==> src/rtl/sent_tx_pkg.sv <==
// SENT transmitter shared types and default pulse constants.
// Latency: n/a (package only).
// Backpressure: n/a (package only).
//
// Contents: frame-sequencer state enum, default timing constants in ticks,
// and the nibble pulse-length helper.
package sent_tx_pkg;

    typedef enum logic [1:0] {
        IDLE,
        SYNC,
        NIB,
        PAUSE
    } tx_state_e;

    localparam int LOW_TICKS_DEF  = 5;
    localparam int SYNC_TICKS_DEF = 56;
    localparam int NIB_BASE_DEF   = 12;

    // Nibble pulse length in ticks: base length plus the nibble value.
    function automatic int nib_len(input logic [3:0] value, input int base);
        return base + int'(value);
    endfunction

endpackage

==> src/rtl/sent_tx_pulse_timer.sv <==
// Single SENT pulse timer: low for LOW_TICKS ticks, then high, length latched at tick 0.
// Latency: tick 0 starts on the first tick_en after arm; last_o fires on the tick_en that begins the final tick.
// Backpressure: none; advances only on tick_en, clr/arm override any running pulse.
//
// Ports:
//   clk, reset_n_tx     system clock, async active-low reset
//   tick_en             one-clk tick strobe
//   arm                 prepare a new pulse (starts on next tick_en)
//   clr                 stop and return the line high
//   len                 pulse length in ticks, sampled on the tick-0 edge
//   start_o             this clk is the tick-0 edge of an armed pulse
//   last_o              this clk begins the pulse's final (high) tick
//   level_o             line level
module sent_tx_pulse_timer #(
    parameter int CNT_W     = 9,
    parameter int LOW_TICKS = 5
)(
    input  logic             clk,
    input  logic             reset_n_tx,
    input  logic             tick_en,
    input  logic             arm,
    input  logic             clr,
    input  logic [CNT_W-1:0] len,
    output logic             start_o,
    output logic             last_o,
    output logic             level_o
);

    logic             armed;
    logic             run;
    logic [CNT_W-1:0] cnt;
    logic [CNT_W-1:0] len_q;

    assign start_o = tick_en & armed;
    // The final tick is always high, so the timer drops out of run one tick
    // early; the next pulse (or idle) then owns that tick with the line high.
    assign last_o  = tick_en & run & (cnt == len_q - CNT_W'(2));
    assign level_o = ~(run & (cnt < CNT_W'(LOW_TICKS)));

    always_ff @(posedge clk or negedge reset_n_tx) begin
        if (!reset_n_tx) begin
            armed <= 1'b0;
            run   <= 1'b0;
            cnt   <= '0;
            len_q <= '0;
        end else if (clr) begin
            armed <= 1'b0;
            run   <= 1'b0;
        end else if (arm) begin
            armed <= 1'b1;
            run   <= 1'b0;
        end else if (start_o) begin
            armed <= 1'b0;
            run   <= 1'b1;
            cnt   <= '0;
            len_q <= len;
        end else if (tick_en && run) begin
            cnt <= cnt + CNT_W'(1);
        end
    end

endmodule

==> src/rtl/sent_tx_frame_gen.sv <==
// SENT frame pulse engine: sync, 1..MAX_NIBBLES nibble pulses, optional length-equalising pause.
// Latency: busy one clk after an accepted frame_start_i; first sync low tick on the next tick_en.
// Backpressure: single-entry nibble holding register, nib_ready_o while empty; late nibble -> value 0 + sticky underrun.
//
// Optional feature macro SENT_TX_PAUSE_EN: adds PAUSE state, tick accumulator and FRAME_TICKS parameter.
// Ports:
//   clk, reset_n_tx            system clock, async active-low reset
//   tick_en                    one-clk strobe per SENT tick
//   frame_start_i, nib_cnt_i   frame request and nibble count (sampled in IDLE)
//   nib_data_i/valid_i/ready_o nibble stream from the frame builder
//   busy_o, frame_done_o       frame in progress, one-clk end-of-frame pulse
//   underrun_o                 sticky: a nibble was missing when needed
//   sent_o                     SENT line level, idle high
module sent_tx_frame_gen
    import sent_tx_pkg::*;
#(
    parameter int LOW_TICKS   = LOW_TICKS_DEF,
    parameter int SYNC_TICKS  = SYNC_TICKS_DEF,
    parameter int NIB_BASE    = NIB_BASE_DEF,
    parameter int MAX_NIBBLES = 8,
`ifdef SENT_TX_PAUSE_EN
    parameter int FRAME_TICKS = 300,
`endif
    parameter int CNT_W       = 9
)(
    input  logic                             clk,
    input  logic                             reset_n_tx,
    input  logic                             tick_en,
    input  logic                             frame_start_i,
    input  logic [$clog2(MAX_NIBBLES+1)-1:0] nib_cnt_i,
    input  logic [3:0]                       nib_data_i,
    input  logic                             nib_valid_i,
    output logic                             nib_ready_o,
    output logic                             busy_o,
    output logic                             frame_done_o,
    output logic                             underrun_o,
    output logic                             sent_o
);

    localparam int NC_W = $clog2(MAX_NIBBLES+1);

    tx_state_e        state;
    logic [NC_W-1:0]  nib_cnt_q;
    logic [NC_W-1:0]  fetched;
    logic [NC_W-1:0]  consumed;
    logic             hold_vld;
    logic [3:0]       hold_dat;
    logic             busy_q;
    logic             done_q;
    logic             underrun_q;

    logic             start_ok;
    logic             xfer;
    logic             consume;
    logic             nib_last;
    logic [3:0]       nib_val;

    logic             t_arm;
    logic             t_clr;
    logic             t_start;
    logic             t_last;
    logic             t_level;
    logic [CNT_W-1:0] t_len;

`ifdef SENT_TX_PAUSE_EN
    localparam logic [CNT_W-1:0] ACC_MAX = '1;
    logic [CNT_W-1:0] acc;
    logic [CNT_W:0]   acc_sum;
    logic [CNT_W-1:0] pause_len;

    assign acc_sum = {1'b0, acc} + {1'b0, t_len};
    // Compare before subtracting so an accumulator beyond FRAME_TICKS
    // clamps to the minimum instead of wrapping.
    assign pause_len = ((acc == ACC_MAX) || (acc > CNT_W'(FRAME_TICKS - NIB_BASE)))
                     ? CNT_W'(NIB_BASE) : (CNT_W'(FRAME_TICKS) - acc);
`endif

    assign start_ok = (state == IDLE) && frame_start_i &&
                      (nib_cnt_i != '0) && (nib_cnt_i <= NC_W'(MAX_NIBBLES));
    assign nib_ready_o = busy_q && !hold_vld && (fetched < nib_cnt_q);
    assign xfer        = nib_valid_i && nib_ready_o;
    assign consume     = t_start && (state == NIB);
    assign nib_last    = (consumed == nib_cnt_q);
    assign nib_val     = hold_vld ? hold_dat : 4'd0;

    always_comb begin
        t_arm = 1'b0;
        t_clr = 1'b0;
        t_len = CNT_W'(SYNC_TICKS);
        case (state)
            IDLE: t_arm = start_ok;
            SYNC: t_arm = t_last;
            NIB: begin
                t_len = CNT_W'(nib_len(nib_val, NIB_BASE));
                if (t_last) begin
`ifdef SENT_TX_PAUSE_EN
                    t_arm = 1'b1;
`else
                    t_arm = !nib_last;
                    t_clr = nib_last;
`endif
                end
            end
`ifdef SENT_TX_PAUSE_EN
            PAUSE: begin
                t_len = pause_len;
                t_clr = t_last;
            end
`endif
            default: t_clr = 1'b1;
        endcase
    end

    sent_tx_pulse_timer #(
        .CNT_W     (CNT_W),
        .LOW_TICKS (LOW_TICKS)
    ) u_timer (
        .clk        (clk),
        .reset_n_tx (reset_n_tx),
        .tick_en    (tick_en),
        .arm        (t_arm),
        .clr        (t_clr),
        .len        (t_len),
        .start_o    (t_start),
        .last_o     (t_last),
        .level_o    (t_level)
    );

    always_ff @(posedge clk or negedge reset_n_tx) begin
        if (!reset_n_tx) begin
            state      <= IDLE;
            nib_cnt_q  <= '0;
            fetched    <= '0;
            consumed   <= '0;
            hold_vld   <= 1'b0;
            hold_dat   <= 4'd0;
            busy_q     <= 1'b0;
            done_q     <= 1'b0;
            underrun_q <= 1'b0;
`ifdef SENT_TX_PAUSE_EN
            acc        <= '0;
`endif
        end else begin
            done_q <= 1'b0;

            // A transfer only happens into an empty register, so an empty
            // consume and a refill on the same clk leave the new nibble held.
            if (xfer) begin
                hold_vld <= 1'b1;
                hold_dat <= nib_data_i;
                fetched  <= fetched + NC_W'(1);
            end else if (consume) begin
                hold_vld <= 1'b0;
            end

            if (consume) begin
                consumed <= consumed + NC_W'(1);
                if (!hold_vld) begin
                    underrun_q <= 1'b1;
                end
            end

`ifdef SENT_TX_PAUSE_EN
            if (t_start && (state == SYNC || state == NIB)) begin
                acc <= acc_sum[CNT_W] ? ACC_MAX : acc_sum[CNT_W-1:0];
            end
`endif

            case (state)
                IDLE: begin
                    if (start_ok) begin
                        state      <= SYNC;
                        busy_q     <= 1'b1;
                        nib_cnt_q  <= nib_cnt_i;
                        underrun_q <= 1'b0;
                        fetched    <= '0;
                        consumed   <= '0;
                        hold_vld   <= 1'b0;
`ifdef SENT_TX_PAUSE_EN
                        acc        <= '0;
`endif
                    end
                end
                SYNC: begin
                    if (t_last) begin
                        state <= NIB;
                    end
                end
                NIB: begin
                    if (t_last && nib_last) begin
`ifdef SENT_TX_PAUSE_EN
                        state <= PAUSE;
`else
                        state  <= IDLE;
                        busy_q <= 1'b0;
                        done_q <= 1'b1;
`endif
                    end
                end
`ifdef SENT_TX_PAUSE_EN
                PAUSE: begin
                    if (t_last) begin
                        state  <= IDLE;
                        busy_q <= 1'b0;
                        done_q <= 1'b1;
                    end
                end
`endif
                default: state <= IDLE;
            endcase
        end
    end

    assign busy_o       = busy_q;
    assign frame_done_o = done_q;
    assign underrun_o   = underrun_q;
    assign sent_o       = t_level;

endmodule

==> config.mk <==
export PLATFORM = sky130hd
export DESIGN_NAME = sent_tx_frame_gen
export DESIGN_NICKNAME = d
export VERILOG_FILES = /design/src/rtl/sent_tx_pkg.sv /design/src/rtl/sent_tx_pulse_timer.sv /design/src/rtl/sent_tx_frame_gen.sv
export SDC_FILE = /design/constraint.sdc
export NUM_CORES = 1
export LEC_CHECK = 0
export BUFFER_PORTS_ARGS = -buffer_cell sky130_fd_sc_hd__buf_2
export CORE_MARGIN = 2
export CORE_UTILIZATION = 35
export DETAILED_ROUTE_END_ITERATION = 10
export PLACE_DENSITY_LB_ADDON = 0.05
export REMOVE_ABC_BUFFERS = 1
export SYNTH_ARGS = -nofsm -noshare
export SYNTH_HDL_FRONTEND = slang
export SYNTH_SLANG_ARGS = --single-unit
==> constraint.sdc <==
create_clock -name clk -period 3.65 [get_ports clk]
set_input_delay 0 -clock clk [delete_from_list [all_inputs] [get_ports clk]]
set_output_delay 0 -clock clk [all_outputs]
set_load 0.02 [all_outputs]
==> results.sh, run 1 <==
export IMPL_status="finished clean"
export IMPL_area_delta_synth_final_pct=15.1
export IMPL_required_ns=3.84
export IMPL_period_share=0.724
export IMPL_min_delay_start="tick_en"
export IMPL_min_path_cells=3
export IMPL_crit_path_max_fanout=10
export IMPL_post_cts_resized=0
export IMPL_clock_latency_ns=0.30
export IMPL_ant_nets=0
export IMPL_totalWireLength_um=5510
export IMPL_min_period_ns=2.64
export IMPL_critPathCaptureType="register"
export IMPL_synth_seq_cells=39
export IMPL_slew_headroom=0.394
export IMPL_synth_area_leaders="dfrtp_1 42%, ha_1 4.3%, xor2_1 3.8%"
export IMPL_r2r_end="u_timer.cnt[6]"
export IMPL_die_w_um=85.4
export IMPL_core_area_um2=6390
export IMPL_diodes=0
export IMPL_vias=1869
export IMPL_dieHeight_um=85.4
export IMPL_cts_root_buf="clkbuf_8"
export IMPL_numCtsBuffers=5
export IMPL_cp_arrival_ns=2.83
export IMPL_ys_async_sr_fraction=1.00
export IMPL_dominantRegCellSynth="dfrtp_1"
export IMPL_slew_viol_final=0
export IMPL_synth_top_area_cell="dfrtp_1"
export IMPL_syn_avg_cell_area_um2=9.31
export IMPL_setup_viol=0
export IMPL_grt_ovfl_total=0
export IMPL_initial_core_util=0.363
export IMPL_dp_hpwl_um=3900
export IMPL_clkSinkCount=39
export IMPL_final_setup_tns_ns=0
export IMPL_p_leak_nw=1.14
export IMPL_holdPathEnd="u_timer.armed"
export IMPL_power_mw=1.73
export IMPL_clk_pin_slew_ns=0.09
export IMPL_dpl_cell_count=333
export IMPL_seq_area_frac_synth=0.421
export IMPL_reg2reg_depth=8
export IMPL_final_fill_count=639
export IMPL_grt_max_degree=40
export IMPL_htree_levels=2
export IMPL_yosysWarnings=0
export IMPL_fin_nets=293
export IMPL_num_rows=29
export IMPL_clockBufferDepth=2
export IMPL_synth_edf_count=0
export IMPL_start_kind="register"
export IMPL_final_cell_mix="39 x dfrtp_1, 23 x nand2_1, 18 x nor2_1"
export IMPL_wl_per_cell_um=15.7
export IMPL_drive_above_1_share=0.132
export IMPL_fin_worst_skew_ns=0.0105
export IMPL_hold_violations=0
export IMPL_first_iter_violations=76
export IMPL_syn_inst=249
export IMPL_final_cells=350
export IMPL_cts_tree="built"
export IMPL_timing_hold_ws_ns=0.0990
export IMPL_rr_startpoint="u_timer.len_q[1]"
export IMPL_synth_top_area_share=0.421
export IMPL_netlist_cell_type_count=47
export IMPL_rsz0062_at_grt="false"
export IMPL_hold_path_class="input port to register"
export IMPL_io_buffers=17
export IMPL_power_density_nw_per_um2=647
export IMPL_grt_pass1_vias=1827
export IMPL_gp_congestion=0.799
export IMPL_pin_count=18
export IMPL_firstDrtPassIters=4
export IMPL_maxCapViolations=0
export IMPL_mostFrequentLayoutCell="dfrtp_1"
export IMPL_syn_area_um2=2320
export IMPL_antenna_found_initial=0
export IMPL_tightestPinTransition_ns=0.910
export IMPL_dieArea_um2=7290
export IMPL_post_route_drc_count=0
export IMPL_via_per_inst=5.34
export IMPL_reg2reg_slack_ns=1.01
export IMPL_path_class="register to register"
export IMPL_track_usage=0.161
export IMPL_vdd_drop_max_uv=270
export IMPL_fmax_mhz=379
export IMPL_grt_pass1_wl_um=9250
[routing by layer]
layer  global-route usage  share of wire  vias to the layer above  wire length [um]
li1                     -              -                      962                 -
met1                0.236           0.53                      884              2930
met2                0.239           0.44                       18              2400
met3               0.0331          0.022                        5               121
met4               0.0476          0.011                        0                61
met5                    0              0                        -                 0
[flip-flops by register name, indices dropped and copies added, names as in the netlist, 2 cells and up]
name	flops
u_timer.cnt	9
u_timer.len_q	6
consumed	4
fetched	4
hold_dat	4
nib_cnt_q	4
state	2
[synthesized netlist by cell type (2+ instances only)]
| cell | number |
|---|---|
| xor2_1 | 10 |
| o21ai_0 | 14 |
| nor4b_1 | 3 |
| a211oi_1 | 3 |
| nand3_1 | 7 |
| buf_2 | 2 |
| nand2b_1 | 4 |
| o221ai_1 | 4 |
| a22oi_1 | 2 |
| o31a_1 | 3 |
| nor4_1 | 6 |
| a22o_1 | 5 |
| a31oi_1 | 4 |
| or3_1 | 6 |
| nor2_1 | 18 |
| a21o_1 | 3 |
| ha_1 | 8 |
| nor3b_1 | 4 |
| clkbuf_1 | 8 |
| mux2_2 | 4 |
| nor3_1 | 12 |
| o2bb2ai_1 | 4 |
| a21oi_1 | 8 |
| xnor2_1 | 6 |
| o21ai_1 | 2 |
| o211ai_1 | 4 |
| inv_1 | 15 |
| dfrtp_1 | 39 |
| nand2_1 | 23 |
[cells by family after synthesis]
logic type	Yosys count	share of synthesized area
AOI/OAI and AO/OA	65	0.202
DFF	39	0.421
buffers and inverters	26	0.0464
and+or+nand+nor	90	0.203
xor gates and xnor gates	16	0.0604
muxes	5	0.0237
adders and majority gates	8	0.0432
[final cells by class]
class | instances | area (um2) | area share
Inverter | 15 | 56.3 | 0.0211
Timing Repair Buffer | 27 | 183 | 0.0685
Clock buffer | 5 | 68.8 | 0.0258
Multi-Input combinational cell | 184 | 1240 | 0.465
Tap cell | 77 | 96.3 | 0.0361
Clock inverter | 3 | 46.3 | 0.0174
Sequential cell | 39 | 976 | 0.366
[worst max-delay path, stage by stage, from the launching register on]
cell and delay (ns):
dfrtp_1 0.45, inv_1 0.08, ha_1 0.20, nor4b_1 0.35
xnor2_1 0.18, o21ai_1 0.15, o41a_1 0.59, o211a_4 0.33
a22o_1 0.19
[per-stage QoR]
| stage | instance area (um2) | worst slack [ns] | utilization |
|---|---|---|---|
| after global routing | 2670 | 0.893 | 0.418 |
| after global placement | 2460 | 1.14 | 0.386 |
| after CTS | 2670 | 1.03 | 0.418 |
| after floorplan | 2270 | 0.798 | - |
| after detailed placement | 2460 | 1.06 | 0.386 |
| final | 2670 | 1.01 | 0.418 |
[worst max path at each step]
stage / from / end / slack, ns / cells after the start
3_3_place_gp: u_timer.len_q[1] / u_timer.cnt[3] / 1.14 / 8
5_1_grt: u_timer.len_q[1] / u_timer.cnt[5] / 0.89 / 8
6_report: u_timer.len_q[1] / u_timer.cnt[6] / 1.01 / 8
3_5_place_dp: u_timer.len_q[1] / u_timer.cnt[3] / 1.06 / 8
2_1_floorplan: state[0] / u_timer.cnt[1] / 0.80 / 6
4_1_cts: u_timer.len_q[1] / u_timer.cnt[6] / 1.03 / 8
[power by group]
group          switching, mW  leakage [nW]  internal (mW)
clock                  0.174        0.0548          0.206
sequential             0.171         0.485          0.552
combinational          0.339         0.598          0.284
[repair_timing]
item / 4_1_cts / 5_1_grt
buffers inserted: 0 / 0
hold buffers: 9 / 0
setup endpoints to repair: 0 / 0
endpoints found under the hold margin: 47 / 0
(Power assumes the default switching activity.)
==> inputs of run 2 (changes only) <==
Clock period 3.65 ns to 2.7 ns, I/O delays scaled along.
==> run 2 against run 1 <==
Compared with the run above: via count rose by 2.2%; combinational power rose by 50%; register-to-register slack got worse by 0.81 ns; sequential power rose by 30%; first-iteration DRC count rose by 13%; die area did not move; clock-buffer cell count rose by 1; critical path depth did not move; clock skew fell by 0.0051 ns; worst hold slack got worse by 0.0022 ns; clock power rose by 8.4%; fmax rose by 5.8%; critical path type unchanged.
==> results.sh, run 2 (same netlist as run 1, synthesis figures left out) <==
export IMPL_status="finished clean"
export IMPL_grt_pass1_vias=1820
export IMPL_setup_viol=0
export IMPL_power_density_nw_per_um2=845
export IMPL_via_per_inst=5.37
export IMPL_stdcell_area_um2=2700
export IMPL_p_leak_nw=1.17
export IMPL_tightestPinTransition_ns=0.910
export IMPL_required_ns=2.89
export IMPL_final_cells=356
export IMPL_dieArea_um2=7290
export IMPL_start_kind="register"
export IMPL_htree_levels=2
export IMPL_reg_top3="u_timer.cnt x9, u_timer.len_q x6"
export IMPL_power_frac_comb=0.410
export IMPL_dp_hpwl_um=4070
export IMPL_clkSinkCount=39
export IMPL_maxCapViolations=0
export IMPL_grt_max_degree=40
export IMPL_gp_congestion=0.787
export IMPL_numCtsBuffers=5
export IMPL_largest_register="u_timer.cnt"
export IMPL_pin_count=18
export IMPL_diodes=0
export IMPL_post_cts_setup_buffer_count=0
export IMPL_largest_reg_flops=9
export IMPL_p_switching_uw=921
export IMPL_first_iter_violations=86
export IMPL_fmax_mhz=401
export IMPL_dieHeight_um=85.4
export IMPL_cts_root_buf="clkbuf_8"
export IMPL_firstDrtPassIters=4
export IMPL_intPower_mw=1.36
export IMPL_power_mw=2.29
export IMPL_sw_frac_of_total=0.403
export IMPL_mostFrequentLayoutCell="dfrtp_1"
export IMPL_path_class="register to register"
export IMPL_post_route_drc_count=0
export IMPL_cp_arrival_ns=2.69
export IMPL_slew_headroom=0.394
export IMPL_antenna_found_initial=0
export IMPL_vias=1911
export IMPL_fin_worst_skew_ns=0.00542
export IMPL_wl_per_cell_um=15.9
export IMPL_fin_ws_ns=0.203
export IMPL_clk_pin_slew_ns=0.08
export IMPL_core_area_um2=6390
export IMPL_die_w_um=85.4
export IMPL_track_usage=0.172
export IMPL_final_cell_mix="39 x dfrtp_1, 23 x nand2_1, 18 x nor2_1"
export IMPL_critPathCaptureType="register"
export IMPL_hold_violations=0
export IMPL_ant_nets=0
export IMPL_vdd_drop_max_uv=363
export IMPL_fin_nets=300
export IMPL_power_frac_clock=0.180
export IMPL_clockBufferDepth=2
export IMPL_grt_pass1_wl_um=9830
export IMPL_crit_path_max_fanout=10
export IMPL_fin_util=0.423
export IMPL_placed_cell_area_um2=2510
export IMPL_grt_ovfl_total=0
export IMPL_io_buffers=17
export IMPL_dpl_cell_count=340
export IMPL_cts_tree="built"
export IMPL_period_share=0.925
export IMPL_clock_latency_ns=0.30
export IMPL_num_rows=29
export IMPL_min_period_ns=2.50
export IMPL_totalWireLength_um=5680
export IMPL_place_ws_ns=0.164
export IMPL_slew_viol_final=0
export IMPL_area_delta_synth_final_pct=16.6
export IMPL_drive_above_1_share=0.158
export IMPL_initial_core_util=0.363
export IMPL_rsz0062_at_grt="false"
export IMPL_hold_path_class="input port to register"
export IMPL_seqPwrFrac=0.410
==> run 2: area by class of cell <==
| type | count | area, um2 |
|---|---|---|
| Clock inverter | 1 | 5.00 |
| Fill cell | 648 | 3680 |
| Timing Repair Buffer | 34 | 235 |
| Clock buffer | 6 | 82.6 |
| Inverter | 15 | 56.3 |
| Multi-Input combinational cell | 184 | 1250 |
| Tap cell | 77 | 96.3 |
| Sequential cell | 39 | 976 |
==> run 2: critical path, stage by stage, from the launching register on <==
cell     delay [ns]
dfrtp_1        0.40
inv_1          0.06
ha_1           0.29
xnor2_1        0.16
nor4_4         0.32
nand3_2        0.14
o41a_1         0.50
o211a_4        0.33
a22o_1         0.20
==> run 2: worst paths after layout <==
check,from,endpoint,slack (ns),cells past startpoint
max,u_timer.len_q[2],u_timer.cnt[3],0.20,8
max in group asynchronous,reset_n_tx,u_timer.cnt[4],1.77,2
min,tick_en,u_timer.armed,0.1,3
min in group asynchronous,reset_n_tx,state[0],0.37,2
max reg2reg,u_timer.len_q[2],u_timer.cnt[3],0.20,8
min reg2reg,underrun_o,underrun_o,0.49,2
==> run 2: power groups by stage <==
stage	registers (mW)	logic, mW	clock network [mW]
4_1_cts	0.937	0.935	0.429
3_3_place_gp	0.950	0.915	0
3_5_place_dp	0.948	0.918	0
5_1_grt	0.968	1.08	0.453
6_report	0.937	0.936	0.412
2_1_floorplan	0.911	0.663	0
==> run 2: what timing repair did <==
action                     4_1_cts  5_1_grt
resized for setup                0        2
setup endpoints to repair        0        9
hold endpoints to repair        47        0
hold buffers                     9        0
==> run 2: layer usage <==
layer / track usage / vias to the layer above / part of all wire
met2: 0.240 / 22 / 0.44
met3: 0.0418 / 5 / 0.021
met4: 0.0418 / 0 / 0.010
met5: 0 / - / 0
met1: 0.266 / 918 / 0.53
li1: - / 966 / -
==> run 2: through the flow <==
step | hold slack, ns | TNS, ns
final | 0.0968 | 0
after global routing | 0.108 | 0
after CTS | 0.0949 | 0
after detailed placement | 0.187 | 0
after global placement | 0.192 | 0
after floorplan | -0.296 | -0.414
==> inputs of run 3 (changes only) <==
Clock period 2.7 ns to 3.2 ns, I/O delays scaled along.
==> run 3 against run 2 <==
Compared with the run above: non-clock buffer count decreased by 5; first-iteration DRC count increased by 24%; highest routed layer unchanged; via count increased by 0.42%; cell count decreased by 1.1%; clock skew increased by 0.0023 ns; global-route usage decreased by 0.88 points; cell area decreased by 1.3%; worst setup slack improved by 0.41 ns; largest power group unchanged; routed wire length decreased by 1.4%; power decreased by 16%; clock power decreased by 7.5%; critical endpoint unchanged; combinational power decreased by 24%.
==> results.sh, run 3 (same netlist as run 1, synthesis figures left out) <==
export IMPL_critPathCaptureType="register"
export IMPL_die_w_um=85.4
export IMPL_max_stage_delay_ns=0.60
export IMPL_required_ns=3.39
export IMPL_dieArea_um2=7290
export IMPL_slew_viol_final=0
export IMPL_fmax_mhz=387
export IMPL_path_class="register to register"
export IMPL_initial_core_util=0.363
export IMPL_fin_nets=295
export IMPL_tightestPinTransition_ns=0.921
export IMPL_grt_max_degree=40
export IMPL_largest_reg_flops=9
export IMPL_htree_levels=2
export IMPL_power_density_nw_per_um2=720
export IMPL_num_rows=29
export IMPL_critPathSlowestCell="o41a_1"
export IMPL_dieHeight_um=85.4
export IMPL_setup_viol=0
export IMPL_numCtsBuffers=5
export IMPL_period_share=0.807
export IMPL_hold_violations=0
export IMPL_post_route_drc_count=0
export IMPL_fin_ws_ns=0.616
export IMPL_largest_register="u_timer.cnt"
export IMPL_path_cells="inv_1 > ha_1 > nor4b_1 > xnor2_1 > o21ai_1 > o41a_1 > o211a_4 > a22o_1"
export IMPL_clock_latency_ns=0.29
export IMPL_area_delta_synth_final_pct=15.1
export IMPL_core_area_um2=6390
export IMPL_post_cts_resized=0
export IMPL_drive_above_1_share=0.135
export IMPL_post_cts_setup_buffer_count=0
export IMPL_gp_congestion=0.773
export IMPL_crit_path_max_fanout=10
export IMPL_hold_buffers=9
export IMPL_min_period_ns=2.58
export IMPL_p_leak_nw=1.15
export IMPL_antenna_found_initial=0
export IMPL_totalWireLength_um=5600
export IMPL_diodes=0
export IMPL_via_per_inst=5.45
export IMPL_maxCapViolations=0
export IMPL_final_setup_tns_ns=0
export IMPL_place_ws_ns=0.608
export IMPL_first_iter_violations=107
export IMPL_final_fill_count=655
export IMPL_cts_root_buf="clkbuf_8"
export IMPL_clockBufferDepth=2
export IMPL_clk_pin_slew_ns=0.08
export IMPL_crit_family="compound AO/OA/AOI/OAI gates"
export IMPL_fin_worst_skew_ns=0.00771
export IMPL_hold_path_class="input port to register"
export IMPL_vias=1919
export IMPL_grt_pass1_wl_um=9420
export IMPL_multi_input_area_um2=1240
export IMPL_ant_nets=0
export IMPL_final_cell_mix="39 x dfrtp_1, 23 x nand2_1, 18 x nor2_1"
export IMPL_path_buf_inv=1
export IMPL_slew_headroom=0.386
export IMPL_clkSinkCount=39
export IMPL_grt_ovfl_total=0
export IMPL_firstDrtPassIters=4
export IMPL_wl_per_cell_um=15.9
export IMPL_track_usage=0.164
export IMPL_cts_tree="built"
export IMPL_io_buffers=17
export IMPL_status="finished clean"
export IMPL_vdd_drop_max_uv=315
export IMPL_pin_count=18
export IMPL_mostFrequentLayoutCell="dfrtp_1"
export IMPL_grt_pass1_vias=1820
export IMPL_start_kind="register"
export IMPL_reg_top3="u_timer.cnt x9, u_timer.len_q x6"
export IMPL_rsz0062_at_grt="false"
export IMPL_dp_hpwl_um=3970
export IMPL_regArea_um2=976
export IMPL_cp_arrival_ns=2.77
-- run 3: worst paths after layout --
path                                         end  cells after the start  slack [ns]              from
worst min-delay path               u_timer.armed                      3        0.10           tick_en
worst max-delay path              u_timer.cnt[3]                      8        0.62  u_timer.len_q[1]
max in group asynchronous       u_timer.len_q[3]                      2        2.24        reset_n_tx
worst max register to register    u_timer.cnt[3]                      8        0.62  u_timer.len_q[1]
min in group asynchronous           nib_cnt_q[3]                      2        0.37        reset_n_tx
worst min register to register        underrun_o                      2        0.49        underrun_o
-- run 3: cell type report --
cell class,instances,share of cell area
multi-input combinational,184,0.465
clock buffer,8,0.0375
timing repair buffer,29,0.0741
tap,77,0.0361
inverter,15,0.0211
sequential,39,0.366
-- run 3: through the flow --
stage	util	hold WS, ns	instances	area (um2)	total power, mW
detailed placement	0.388	0.201	335	2480	1.55
floorplan	-	-0.296	238	2270	1.33
global placement	0.388	0.185	335	2480	1.54
CTS	0.418	0.103	352	2670	1.94
global route	0.418	0.112	352	2670	2.08
finish	0.418	0.102	352	2670	1.92
-- run 3: metal layers --
metal / global-route usage / vias to the layer above / wire length [um]
met4: 0.0433 / 0 / 61
met2: 0.247 / 34 / 2490
met1: 0.241 / 921 / 2880
li1: - / 957 / -
met5: 0 / - / 0
met3: 0.0292 / 7 / 169
-- run 3: power breakdown --
group	switching [mW]	total [mW]	internal, mW
logic	0.385	0.709	0.324
clock network	0.184	0.381	0.197
registers	0.199	0.829	0.630
-- run 3: worst min-delay path, delay by kind of cell --
family | cells | cell delay (ns)
compound gates | 1 | 0.08
buf+inv | 1 | 0.16
simple gates | 1 | 0.12
